`config.mk`:
```
export PLATFORM = sky130hd
export DESIGN_NAME = adc_capture_ctrl
export DESIGN_NICKNAME = d
export VERILOG_FILES = /design/src/rtl/adc_capture_ctrl.sv
export SDC_FILE = /design/constraint.sdc
export NUM_CORES = 1
export LEC_CHECK = 0
export ABC_AREA = 0
export CAP_MARGIN = 0
export CORE_UTILIZATION = 48
export DETAILED_ROUTE_END_ITERATION = 16
export GPL_TIMING_DRIVEN = 0
export PLACE_DENSITY = 0.81
export SLEW_MARGIN = 40
export SYNTH_ARGS = -nofsm -noshare
export SYNTH_HDL_FRONTEND = slang
export SYNTH_SLANG_ARGS = --single-unit
```
`constraint.sdc`:
```
create_clock -name clk -period 3.5 [get_ports clk]
set_input_delay 1.05 -clock clk [delete_from_list [all_inputs] [get_ports clk]]
set_output_delay 1.05 -clock clk [all_outputs]
set_load 0.01 [all_outputs]
```
`src/rtl/adc_capture_ctrl.sv`:
```
// adc_capture_ctrl: capture controller in front of a single-port sample RAM.
// A capture writes `len` ADC samples (0 means full depth) to addresses
// 0..len-1; a readout streams them back in address order, one per cycle,
// absorbing the RAM's one-cycle registered-read latency.
module adc_capture_ctrl #(
  parameter int ADDR_WIDTH = 11,
  parameter int DATA_WIDTH = 32,
  parameter int ADC_WIDTH  = 12
) (
  input  logic                  clk,
  input  logic                  rst,
  input  logic                  start,
  input  logic [ADDR_WIDTH-1:0] len,
  input  logic [ADC_WIDTH-1:0]  adc_data,
  input  logic                  adc_valid,
  input  logic                  rd_start,
  output logic [DATA_WIDTH-1:0] ram_data,
  output logic [ADDR_WIDTH-1:0] ram_addr,
  output logic                  ram_we,
  input  logic [DATA_WIDTH-1:0] ram_q,
  output logic [DATA_WIDTH-1:0] out_data,
  output logic                  out_valid,
  output logic                  busy,
  output logic                  cap_done,
  output logic                  rd_done
);

  typedef enum logic [1:0] {
    ST_IDLE    = 2'd0,
    ST_CAPTURE = 2'd1,
    ST_READ    = 2'd2
  } state_t;

  // Full RAM depth expressed in the (ADDR_WIDTH+1)-bit count domain.
  localparam logic [ADDR_WIDTH:0] DEPTH = {1'b1, {ADDR_WIDTH{1'b0}}};

  state_t                  state_reg, state_next;
  logic [ADDR_WIDTH-1:0]   wr_ptr_reg, wr_ptr_next;
  logic [ADDR_WIDTH-1:0]   rd_ptr_reg, rd_ptr_next;
  logic [ADDR_WIDTH:0]     count_reg, count_next;
  logic [ADDR_WIDTH:0]     target_reg, target_next;
  logic [ADDR_WIDTH-1:0]   addr_reg, addr_next;
  logic [DATA_WIDTH-1:0]   data_reg, data_next;
  logic                    we_reg, we_next;
  logic                    out_valid_reg, out_valid_next;
  logic                    cap_done_reg, cap_done_next;
  logic                    rd_done_reg, rd_done_next;
  // High while ram_addr carries a read address the RAM will sample.
  logic                    rd_issue_reg, rd_issue_next;

  // State register.
  always_ff @(posedge clk or posedge rst) begin
    if (rst) begin
      state_reg <= ST_IDLE;
    end else begin
      state_reg <= state_next;
    end
  end

  // Next-state and next-output decode for capture and readout.
  always_comb begin
    state_next     = state_reg;
    wr_ptr_next    = wr_ptr_reg;
    rd_ptr_next    = rd_ptr_reg;
    count_next     = count_reg;
    target_next    = target_reg;
    addr_next      = addr_reg;
    data_next      = data_reg;
    we_next        = 1'b0;
    out_valid_next = 1'b0;
    cap_done_next  = 1'b0;
    rd_done_next   = 1'b0;
    rd_issue_next  = 1'b0;

    case (state_reg)
      ST_IDLE: begin
        // start takes priority over rd_start; an empty RAM ignores rd_start.
        if (start) begin
          state_next  = ST_CAPTURE;
          target_next = (len == '0) ? DEPTH : {1'b0, len};
          wr_ptr_next = '0;
          count_next  = '0;
        end else if (rd_start && (count_reg != '0)) begin
          state_next    = ST_READ;
          addr_next     = '0;
          rd_ptr_next   = ADDR_WIDTH'(1);
          rd_issue_next = 1'b1;
        end
      end

      ST_CAPTURE: begin
        if (adc_valid) begin
          we_next                   = 1'b1;
          addr_next                 = wr_ptr_reg;
          data_next                 = '0;
          data_next[ADC_WIDTH-1:0]  = adc_data;
          wr_ptr_next               = wr_ptr_reg + ADDR_WIDTH'(1);
          count_next                = count_reg + (ADDR_WIDTH + 1)'(1);
          // Leave as the last write is registered so busy drops with it.
          if (count_next == target_reg) begin
            state_next    = ST_IDLE;
            cap_done_next = 1'b1;
          end
        end
      end

      ST_READ: begin
        if (rd_issue_reg) begin
          // Data for the address on the bus appears one cycle later.
          out_valid_next = 1'b1;
          if ({1'b0, addr_reg} == (count_reg - (ADDR_WIDTH + 1)'(1))) begin
            rd_done_next = 1'b1;
          end else begin
            addr_next     = rd_ptr_reg;
            rd_ptr_next   = rd_ptr_reg + ADDR_WIDTH'(1);
            rd_issue_next = 1'b1;
          end
        end else begin
          // Trailing cycle that presented the final sample and rd_done.
          state_next = ST_IDLE;
        end
      end

      default: begin
        state_next = ST_IDLE;
      end
    endcase
  end

  // Datapath and registered output state.
  always_ff @(posedge clk or posedge rst) begin
    if (rst) begin
      wr_ptr_reg    <= '0;
      rd_ptr_reg    <= '0;
      count_reg     <= '0;
      target_reg    <= '0;
      addr_reg      <= '0;
      data_reg      <= '0;
      we_reg        <= 1'b0;
      out_valid_reg <= 1'b0;
      cap_done_reg  <= 1'b0;
      rd_done_reg   <= 1'b0;
      rd_issue_reg  <= 1'b0;
    end else begin
      wr_ptr_reg    <= wr_ptr_next;
      rd_ptr_reg    <= rd_ptr_next;
      count_reg     <= count_next;
      target_reg    <= target_next;
      addr_reg      <= addr_next;
      data_reg      <= data_next;
      we_reg        <= we_next;
      out_valid_reg <= out_valid_next;
      cap_done_reg  <= cap_done_next;
      rd_done_reg   <= rd_done_next;
      rd_issue_reg  <= rd_issue_next;
    end
  end

  assign ram_addr  = addr_reg;
  assign ram_data  = data_reg;
  assign ram_we    = we_reg;
  assign out_data  = ram_q;
  assign out_valid = out_valid_reg;
  assign busy      = (state_reg != ST_IDLE);
  assign cap_done  = cap_done_reg;
  assign rd_done   = rd_done_reg;

endmodule

```
---- After elaboration in Yosys (flattened, before gate mapping) ----
Index checks and enable logic that the tools add are counted.
word-level totals
  RAM bits ................................ 0
  bits in registers ....................... 76
  ROM bits ................................ 0
  bits in latches ......................... 0
  memories kept ........................... 0
  bits of input ports ..................... 60
  output and inout bits ................... 80
  word-level logic and storage cells ...... 82
cells by class
  bitwise gates (word level) .............. 0
  add/subtract/negate cells ............... 4
  muxes and demuxes ....................... 39
  $lt $le $gt $ge ......................... 0
  divide/modulo/power cells ............... 0
  reductions and logical operators ........ 14
  multipliers ............................. 0
  shift-type cells ........................ 0
  eq/ne operators ......................... 13
operators with widths
  kind                                                                   count
  11-bit two-way mux                                                     11
  11-bit case mux with 2 select lines                                    2
  12-bit two-way mux                                                     3
  11-bit case mux with 3 select lines                                    1
  12-bit case mux with 2 select lines                                    1
  11-bit by 1-bit adder with 11-bit output (second input constant)       2
  2-bit != test (second input constant)                                  8
  1-bit two-way mux                                                      14
  12-bit by 1-bit adder with 12-bit output (second input constant)       1
  11-bit by 12-bit equality test with 1-bit output                       1
  12-bit equality test                                                   1
  12-bit nonzero test                                                    1
  12-bit by 1-bit subtractor with 12-bit output (second input constant)  1
  11-bit logical NOT                                                     1
  2-bit two-way mux                                                      5
  2-bit case mux with 3 select lines                                     1
  6-bit AND reduction                                                    1
  2-bit nonzero test                                                     3
  5-bit AND reduction                                                    1
  2-bit AND reduction                                                    2
  4-bit AND reduction                                                    1
  3-bit != test (second input constant)                                  1
  3-bit AND reduction                                                    1
  3-bit nonzero test                                                     1
  5 further kinds                                                        5

---- Depth between registers and ports, before layout ----
  depth after elaboration ................. 5
  depth in mapped cells ................... 11
  depth with buffers taken out ............ 9

---- Least setup slack after synthesis ----
Ideal clock, no wire load.
  kind .................................... flip-flop to flip-flop
  start ................................... register count_reg[0]
  end ..................................... register addr_reg[0], in the netlist ram_addr[0]
  setup time .............................. 125 ps
  stages on the path, launching flop included .. 12
  arrival ................................. 3,008 ps
  required time ........................... 3,375 ps
  slack ................................... 367 ps
  path buffers ............................ 2
  period minus slack after synthesis ...... 3,133 ps
  path through ............................ dfrtp_1 clkbuf_1 inv_1 ha_1 or3b_1 nor3_1 a21oi_1 a2111o_1 o311ai_2 a211o_1 buf_6 mux2_4
between the ends
  longest elaborated chain between the ends .. 4
  elaborated cells between the ends (all ways) .. 7
  classes of those cells .................. add/sub (1); eq/ne (3); reduce/logical (3)
RTL lines
  item                                                                                   line     text
  from (decl)                                                                            40       logic [ADDR_WIDTH:0] count_reg, count_next;
  from (signal assigned)                                                                 147      count_reg <= count_next;
  12-bit by 1-bit subtractor with 12-bit output or 12-bit nonzero test (tied branches)   111, 83
  11-bit by 12-bit equality test with 1-bit output or 1-bit logical AND (tied branches)  111, 83
  2-bit != test (no source line)                                                         n/a
  6-bit AND reduction (no source line) *                                                 n/a
  to (signal assigned)                                                                   149      addr_reg <= addr_next;
  to (decl)                                                                              42       logic [ADDR_WIDTH-1:0] addr_reg, addr_next;
Mark *: on every way between the ends. The rest lies on a longest branch, timed or not.
A chain may end at the register's enable or synchronous reset.

---- Worst setup path in the final report ----
Ends and elaborated chain as after synthesis.

==> summary.md <==
| Metric | Value |
|---|---|
| Final WL | `11600 um` |
| CP arrival | `3.50 ns` |
| Total power | `0.00361 W` |
| PD cells | `585 nW/um^2` |
| Asr flop ratio synth | `100%` |
| Post-route ant nets | `0` |
| Most common cell in the netlist | `dfrtp_1` |
| Core area | `9420 um^2` |
| First-pass GRT wire length | `18600 um` |
| Top-area cell type share of the netlist area | `40.0%` |
| VDD IR max | `383 uV` |
| Worst Tran Pin Value | `0.631 ns` |
| WP data required | `3.74 ns` |
| Setup crit start kind | `register` |
| Post-synth top cells | `dfrtp_1 (76), buf_4 (52), nor2_1 (35)` |
| Hold Crit Class | `register to register` |
| Period utilization | `93.4%` |
| Root buffer cell | `clkbuf_8` |
| RSZ-0062 raised after global routing | `false` |
| EDFF count, synth | `0` |
| Seq/Total Area, Yosys | `40.0%` |
| Vias in the first global route | `3873` |
| Final Max Slew Viols | `0` |
| Share of cells above drive strength 1 | `18.6%` |
| Fill count | `757` |
| DR WL/cell | `15.5 um` |
| ANT cells | `0` |
| Placed insts | `731` |
| PortBufs | `87` |
| Mapped cell area | `4760 um^2` |
| Clock sinks | `76` |
| Primary FF master, synth | `dfrtp_1` |
| Dpl hpwl | `8720 um` |
| Max-Cap Viols | `0` |
| Syn Inst Count | `495` |
| # H-tree levels | `3` |
| Max FO, Critical Path | `11` |
| Leakage | `2.72 nW` |
| Top cells by area, synth | `dfrtp_1 (40%), buf_4 (8.2%), mux2_2 (5.4%)` |
| Capturing element type of the critical path | `register` |
| Fin. Hold Viols | `0` |
| Row count | `35` |
| Dpl ws | `-0.0904 ns` |
| DRT iter0 DRCs | `284` |
| Total iterations of the first detailed-routing run | `5` |
| Final worst path period need | `3.27 ns` |
| Hold-fix buffer count after cts | `0` |
| Residual DRC | `0` |
| DR vias | `4071` |
| DIE AREA | `10300 um^2` |
| CTS Buf Count | `9` |
| Fin util | `65.5%` |
| Largest net degree at the start of global routing | `57` |
| Die W | `102 um` |
| CTS tree | `yes` |
| Final Instance Count excl. Fillers | `748` |
| RD Place Congestion | `0.865` |
| Vias per cell | `5.44` |
| Cell taking the most area after synthesis | `dfrtp_1` |
| Fin nets | `682` |
| Initial antenna violation count | `0` |
| Die height | `102 um` |
| GRT Util Overall | `23.3%` |
| Slew HR | `57.4%` |
| Setup slack after layout | `0.232 ns` |
| Final setup fails | `0` |
| Clock buffer depth | `2` |
| P&R area growth vs syn | `29.7%` |
| Number of synthesized register bits | `76` |
| Setup CP Type | `register to register` |
| Worst Skew | `0.00703 ns` |
| IO Count | `140` |
| Clk_lat worst skew | `0.35 ns` |
| Synth cell types | `65` |
| Grt ovf | `0` |
| Status | `finished clean` |
| Mean post-synth cell area | `9.61 um^2` |
| Clock transition at path regs | `0.08 ns` |
| Initial Util | `50.5%` |
| Max Fclk | `0.306 GHz` |
| Syn. warnings | `0` |
## power by group
group,internal (W),switching (W),leakage (nW)
Sequential,0.00106,0.000156,0.998
Combinational,0.000791,0.000783,1.60
Clock,0.000475,0.000342,0.120
## worst max-delay path: stages, from the launching register on
cell and delay [ns]:
dfrtp_1 0.53, inv_1 0.12, ha_2 0.24, or3b_1 0.44
nor3_1 0.17, a21oi_1 0.09, a2111o_1 0.48, o311ai_4 0.36
a211o_1 0.21, buf_6 0.19, mux2_4 0.31
## cells by family (layout without fill, tap and decap cells)
kind of cell               Yosys count  count (layout)  synth area share [%]
and+or+nand+nor                    156             156                  17.0
buffers and inverters               90             195                  11.5
AOI/OAI and AO/OA                   86              86                  12.0
DFF                                 76              76                  40.0
muxes                               40              40                  10.0
xor gates and xnor gates            38              38                  7.29
adders and majority gates            8               8                  2.10
other                                1              20                0.0789
## worst paths after layout
check | startpoint | to | slack, ns | cells past startpoint
setup / recovery | count_reg[0] | ram_addr[0] | 0.23 | 10
min in group asynchronous | rst | ram_data[5] | 1.00 | 2
hold reg to reg | ram_data[9] | ram_data[9] | 0.51 | 1
setup reg to reg | count_reg[0] | ram_addr[0] | 0.23 | 10
hold / removal | ram_data[9] | ram_data[9] | 0.51 | 1
max in group asynchronous | rst | ram_addr[3] | 1.97 | 3
## area by class of cell
type / count / area, um^2 / share of cell area (%)
flip-flops and latches: 76 / 1900 / 30.8
inverters: 13 / 53.8 / 0.873
repair buffers: 90 / 913 / 14.8
clock buffers: 10 / 128 / 2.07
multi-input cells: 348 / 2400 / 38.9
well taps: 129 / 161 / 2.62
clock inverters: 6 / 113 / 1.83
plain buffers: 76 / 497 / 8.06
## what timing repair did
item,CTS,global route
resized for setup,2,1
endpoints found under the hold margin,0,0
pin swaps,1,1
setup endpoints to repair,9,20
setup buffers,0,2
## placed cells by master, fill, tap and decap left out, types with 11 or more instances in the layout
cell / n
xor2_1: 21
dfrtp_1: 76
a21oi_1: 11
clkbuf_1: 22
buf_4: 54
inv_1: 11
nor2_1: 35
nand2_1: 30
xnor2_1: 16
conb_1: 20
o21ai_0: 26
clkdlybuf4s50_1: 87
mux2_2: 23
nand3_1: 19
## metrics by stage
stage	cell area, um^2	setup TNS, ns	hold slack, ns
after floorplan	4830	0	0.469
after global placement	5860	-49.90	0.488
after detailed placement	5890	-0.760	0.495
after CTS	6150	0	0.512
after global routing	6170	0	0.540
final	6170	0	0.507
## routing by layer
layer | track usage, % | vias up | part of all wire [%]
li1 | - | 1906 | -
met1 | 31.2 | 1953 | 43
met4 | 6.69 | 0 | 1.6
met2 | 37.8 | 192 | 48
met5 | 0 | - | 0
met3 | 5.18 | 20 | 8.0
Power figures use the tool's default switching activity.
==> RTL edit 1: new RTL, config.mk and constraints unchanged <==
Re-encode `state_t` (3 states) as one-hot, 3 bits wide.
--- a/src/rtl/adc_capture_ctrl.sv
+++ b/src/rtl/adc_capture_ctrl.sv
@@ -25,10 +25,10 @@
   output logic                  rd_done
 );
 
-  typedef enum logic [1:0] {
-    ST_IDLE    = 2'd0,
-    ST_CAPTURE = 2'd1,
-    ST_READ    = 2'd2
+  typedef enum logic [2:0] {
+    ST_IDLE    = 3'b001,
+    ST_CAPTURE = 3'b010,
+    ST_READ    = 3'b100
   } state_t;
 
   // Full RAM depth expressed in the (ADDR_WIDTH+1)-bit count domain.
Behaviour: same outputs for any inputs over 4 cycles, from zero or initial values and one cycle with rst high; so few cycles prove little.
==> RTL edit 1 against the unedited design <==
Count of clock-buffer cells in the layout unchanged; via count is 3.6% higher; routed wire length grew 0.83%; cell area shrank 2.3%; power grew 4.7%; critical path type is now in2reg; largest power group unchanged; sequential cell count increased by 1; setup slack better by 0.12 ns; synthesized area decreased by 1.9%.
==> RTL edit 1: results (changes against the unedited design) <==
\begin{tabular}{lr}
\hline
Metric & Value \\
\hline
\multicolumn{2}{l}{\textbf{Detailed routing}} \\
\quad Mean number of vias per cell & 5.41 (-0.62\%) \\
\quad Total detailed-routing wirelength & 11.7 mm (+0.83\%) \\
\quad Met1 Routed Length & 4.93 mm (-0.48\%) \\
\quad DRC violation total after the first TritonRoute iteration & 222 (-22\%) \\
\quad Amount of wire on met2 after detailed routing & 5.60 mm (+1.2\%) \\
\multicolumn{2}{l}{\textbf{Place}} \\
\quad Placed standard-cell area & 0.00580 sq mm (-1.5\%) \\
\quad RePlAce Congestion & 0.886 (+2.4\%) \\
\quad DP Wirelength & 8.78 mm (+0.70\%) \\
\multicolumn{2}{l}{\textbf{Global route}} \\
\quad Number of global-route vias before repair & 4073 (+5.2\%) \\
\quad Wire length of the first global-routing pass & 18.8 mm (+0.97\%) \\
\quad M2 GR Usage & 0.397 (+0.0184) \\
\quad M1 GR Usage & 0.297 (-0.0152) \\
\multicolumn{2}{l}{\textbf{Synth}} \\
\quad Post-synthesis compound-gate area fraction & 0.147 (+0.0275) \\
\quad Share of the synthesized netlist area taken by xor and xnor gates & 0.0727 (-0.000202) \\
\quad Post-synthesis share of cell area spent on full adders, half adders and majority gates & 0.0107 (-0.0103) \\
\quad Library cells used by synthesis & 63 (-3.1\%) \\
\quad Sequential cell area fraction in the yosys report & 0.413 (+0.0134) \\
\quad Cells taking the most area after synthesis & dfrtp\_1 41\%, nand2\_1 8.9\%, buf\_4 8.7\%, xor2\_1 3.6\%, xnor2\_1 3.2\% \\
\multicolumn{2}{l}{\textbf{Power}} \\
\quad Largest vdd supply drop & 254 uV (-34\%) \\
\quad Switching part of the total & 0.376 (+0.0214) \\
\quad Leakage power summed over all cells & 2.80 nW (+3.1\%) \\
\multicolumn{2}{l}{\textbf{Setup path}} \\
\quad Critical Path Sink & count\_reg[4] \\
\quad Slowest stage cell, crit path & clkbuf\_1 \\
\quad First element of the critical path & adc\_valid \\
\quad Top cell family by delay on the critical path & buffers and inverters \\
\quad Worst reg2reg path endpoint & rd\_ptr\_reg[0] \\
\quad Slowest stage delay, CP & 0.50 ns (-0.03 ns) \\
\multicolumn{2}{l}{\textbf{Timing}} \\
\quad Layout Skew & 0.0137 ns (+0.00672 ns) \\
\multicolumn{2}{l}{\textbf{Status}} \\
\quad Outcome & completed \\
\multicolumn{2}{l}{\textbf{Layout}} \\
\quad Fill cell instance count of the final layout & 774 (+2.2\%) \\
\quad Layout net count & 710 (+4.1\%) \\
\multicolumn{2}{l}{\textbf{Worst hold path}} \\
\quad Hold-critical path endpoint & ram\_data[5] \\
\multicolumn{2}{l}{\textbf{CTS}} \\
\quad Post-cts repair resize count & 0 (-2) \\
\hline
\end{tabular}
-- RTL edit 1: power by group through the flow --
stage          sequential, mW  combinational [mW]  clock, mW
2_1_floorplan            1.44               0.948          0
3_3_place_gp             1.45                1.50          0
3_5_place_dp             1.46                1.57          0
4_1_cts                  1.44                1.58      0.769
5_1_grt                  1.48                1.73      0.813
6_report                 1.44                1.57      0.764
-- RTL edit 1: through the flow --
stage | TNS, ns | util | hold slack (ns)
3_5_place_dp | 0 | 0.622 | 0.463
2_1_floorplan | 0 | - | 0.462
3_3_place_gp | -51.43 | 0.619 | 0.458
6_report | 0 | 0.646 | 0.478
4_1_cts | 0 | 0.646 | 0.482
5_1_grt | 0 | 0.646 | 0.493
-- RTL edit 1: area by class of cell --
cell class	count	area share
sequential	77	0.320
multi-input combinational	372	0.366
inverter	11	0.00768
tap	129	0.0268
clock buffer	10	0.0228
timing repair buffer	88	0.149
buffer	87	0.0932
clock inverter	6	0.0143
==> RTL edit 2: new RTL, config.mk and constraints unchanged <==
Without the edit above. Change the parameter `DATA_WIDTH` from 32 to 64.
--- a/src/rtl/adc_capture_ctrl.sv
+++ b/src/rtl/adc_capture_ctrl.sv
@@ -4,7 +4,7 @@
 // absorbing the RAM's one-cycle registered-read latency.
 module adc_capture_ctrl #(
   parameter int ADDR_WIDTH = 11,
-  parameter int DATA_WIDTH = 32,
+  parameter int DATA_WIDTH = 64,
   parameter int ADC_WIDTH  = 12
 ) (
   input  logic                  clk,
Ports: changed (resized out_data, ram_data and ram_q); port bits go from 140 to 236. No check against the original RTL was run, so the function may have changed too.
==> RTL edit 2 against the unedited design <==
Sequential cell count unchanged; routed wire length up 13%; setup slack better by 0.046 ns; cell area is 15% higher; first-iteration DRC count fell by 13%; power grew 1.9%; highest routed layer unchanged; via count rose by 11%; clock skew rose by 0.0048 ns; critical endpoint is now rd_ptr_reg[10]; fmax up 1.4%; synthesized area grew 10%.
==> RTL edit 2: results (changes against the unedited design) <==
\begin{tabular}{lr}
\hline
Metric & Value \\
\hline
\multicolumn{2}{l}{\textbf{Status}} \\
\quad Outcome & completed \\
\multicolumn{2}{l}{\textbf{Global route}} \\
\quad Pin count of the biggest net entering global routing & 50 (-12\%) \\
\quad Wire length of the first global-routing pass & 20.5 mm (+10\%) \\
\quad Number of global-route vias before repair & 4194 (+8.3\%) \\
\quad GRT Util Overall & 0.229 (-0.00371) \\
\multicolumn{2}{l}{\textbf{Synth}} \\
\quad Sequential cell area fraction in the yosys report & 0.363 (-0.0367) \\
\quad Avg Synthesized Cell Area & 9.37 sq um (-2.5\%) \\
\quad Most numerous cell types in the synthesized netlist & 116 x buf\_4, 76 x dfrtp\_1, 35 x nor2\_1 \\
\multicolumn{2}{l}{\textbf{Place}} \\
\quad Port buffer count & 119 (+37\%) \\
\quad Placed Instances & 866 (+18\%) \\
\quad Pre-CTS worst setup slack & -0.141 ns (-0.0504 ns) \\
\quad Placed standard-cell area & 0.00682 sq mm (+16\%) \\
\multicolumn{2}{l}{\textbf{Detailed routing}} \\
\quad Vias post-DR & 4501 (+11\%) \\
\quad DRC violation total after the first TritonRoute iteration & 248 (-13\%) \\
\multicolumn{2}{l}{\textbf{Setup path}} \\
\quad CP Data Arrival Time & 3.51 ns (about the same) \\
\quad Register-to-Register Setup Slack & 0.28 ns (+0.05 ns) \\
\quad Worst reg2reg path endpoint & rd\_ptr\_reg[10] \\
\quad Top cell family by delay on the critical path & simple AND/OR/NAND/NOR gates \\
\quad Worst reg-to-reg path cell count & 11 (+1) \\
\multicolumn{2}{l}{\textbf{Layout}} \\
\quad Number of combinational gates with multiple inputs & 380 (+9.2\%) \\
\quad Layout cells sized above 1 & 0.239 (+0.0528) \\
\quad Layout net count & 841 (+23\%) \\
\quad Layout non-clock buf frac & 0.311 (+0.0827) \\
\quad Fill cell instance count of the final layout & 816 (+7.8\%) \\
\quad Count of non-CTS buffers in the layout & 261 (+57\%) \\
\quad Multi-input logic portion of the cell area & 0.355 (-0.0338) \\
\quad Portion of the layout cell area used by clock cells & 0.0331 (-0.00590) \\
\quad Post-route insts no fill & 882 (+18\%) \\
\quad \# clk buffers & 11 (+1) \\
\multicolumn{2}{l}{\textbf{Floorplanning}} \\
\quad Tap cells & 136 (+5.4\%) \\
\multicolumn{2}{l}{\textbf{Worst hold path}} \\
\quad Hold-critical path endpoint & ram\_data[5] \\
\quad Hold path start & ram\_data[5] \\
\multicolumn{2}{l}{\textbf{Power}} \\
\quad Power Density & 519 mW/mm\^{}2 (-11\%) \\
\quad Largest vdd supply drop & 392 uV (+2.4\%) \\
\quad Switching part of the total & 0.358 (+0.00263) \\
\quad Total power after layout & 3.67 mW (+1.9\%) \\
\quad Leakage power summed over all cells & 3.27 nW (+20\%) \\
\quad Clock network power share & 0.213 (-0.014) \\
\multicolumn{2}{l}{\textbf{Timing}} \\
\quad Relative max-transition margin & 0.533 (-0.0407) \\
\quad Period utilization & 0.921 (-0.0131) \\
\hline
\end{tabular}
RTL edit 2: layer usage:
| metal | global-route usage | wire, microns | part of all wire |
|---|---|---|---|
| met3 | 0.0405 | 991 | 0.076 |
| met5 | 0 | 0 | 0 |
| met1 | 0.291 | 5230 | 0.40 |
| met2 | 0.395 | 6680 | 0.51 |
| met4 | 0.0714 | 206 | 0.016 |
RTL edit 2: timing repair:
| action | 4_1_cts | 5_1_grt |
|---|---|---|
| buffers inserted | 1 | 0 |
| resized for setup | 1 | 1 |
| setup endpoints to repair | 11 | 20 |
| pin swaps | 1 | 0 |
RTL edit 2: logic make-up (layout without fill, tap and decap cells):
group,count (synthesis),in the layout,synth area share
flops,76,76,0.363
compound gates,86,86,0.109
buf+inv,154,290,0.197
xor+xnor,38,38,0.0662
simple gates,156,156,0.155
mux,40,40,0.0908
fa+ha+maj,8,8,0.0191
other cells,1,52,0.000716
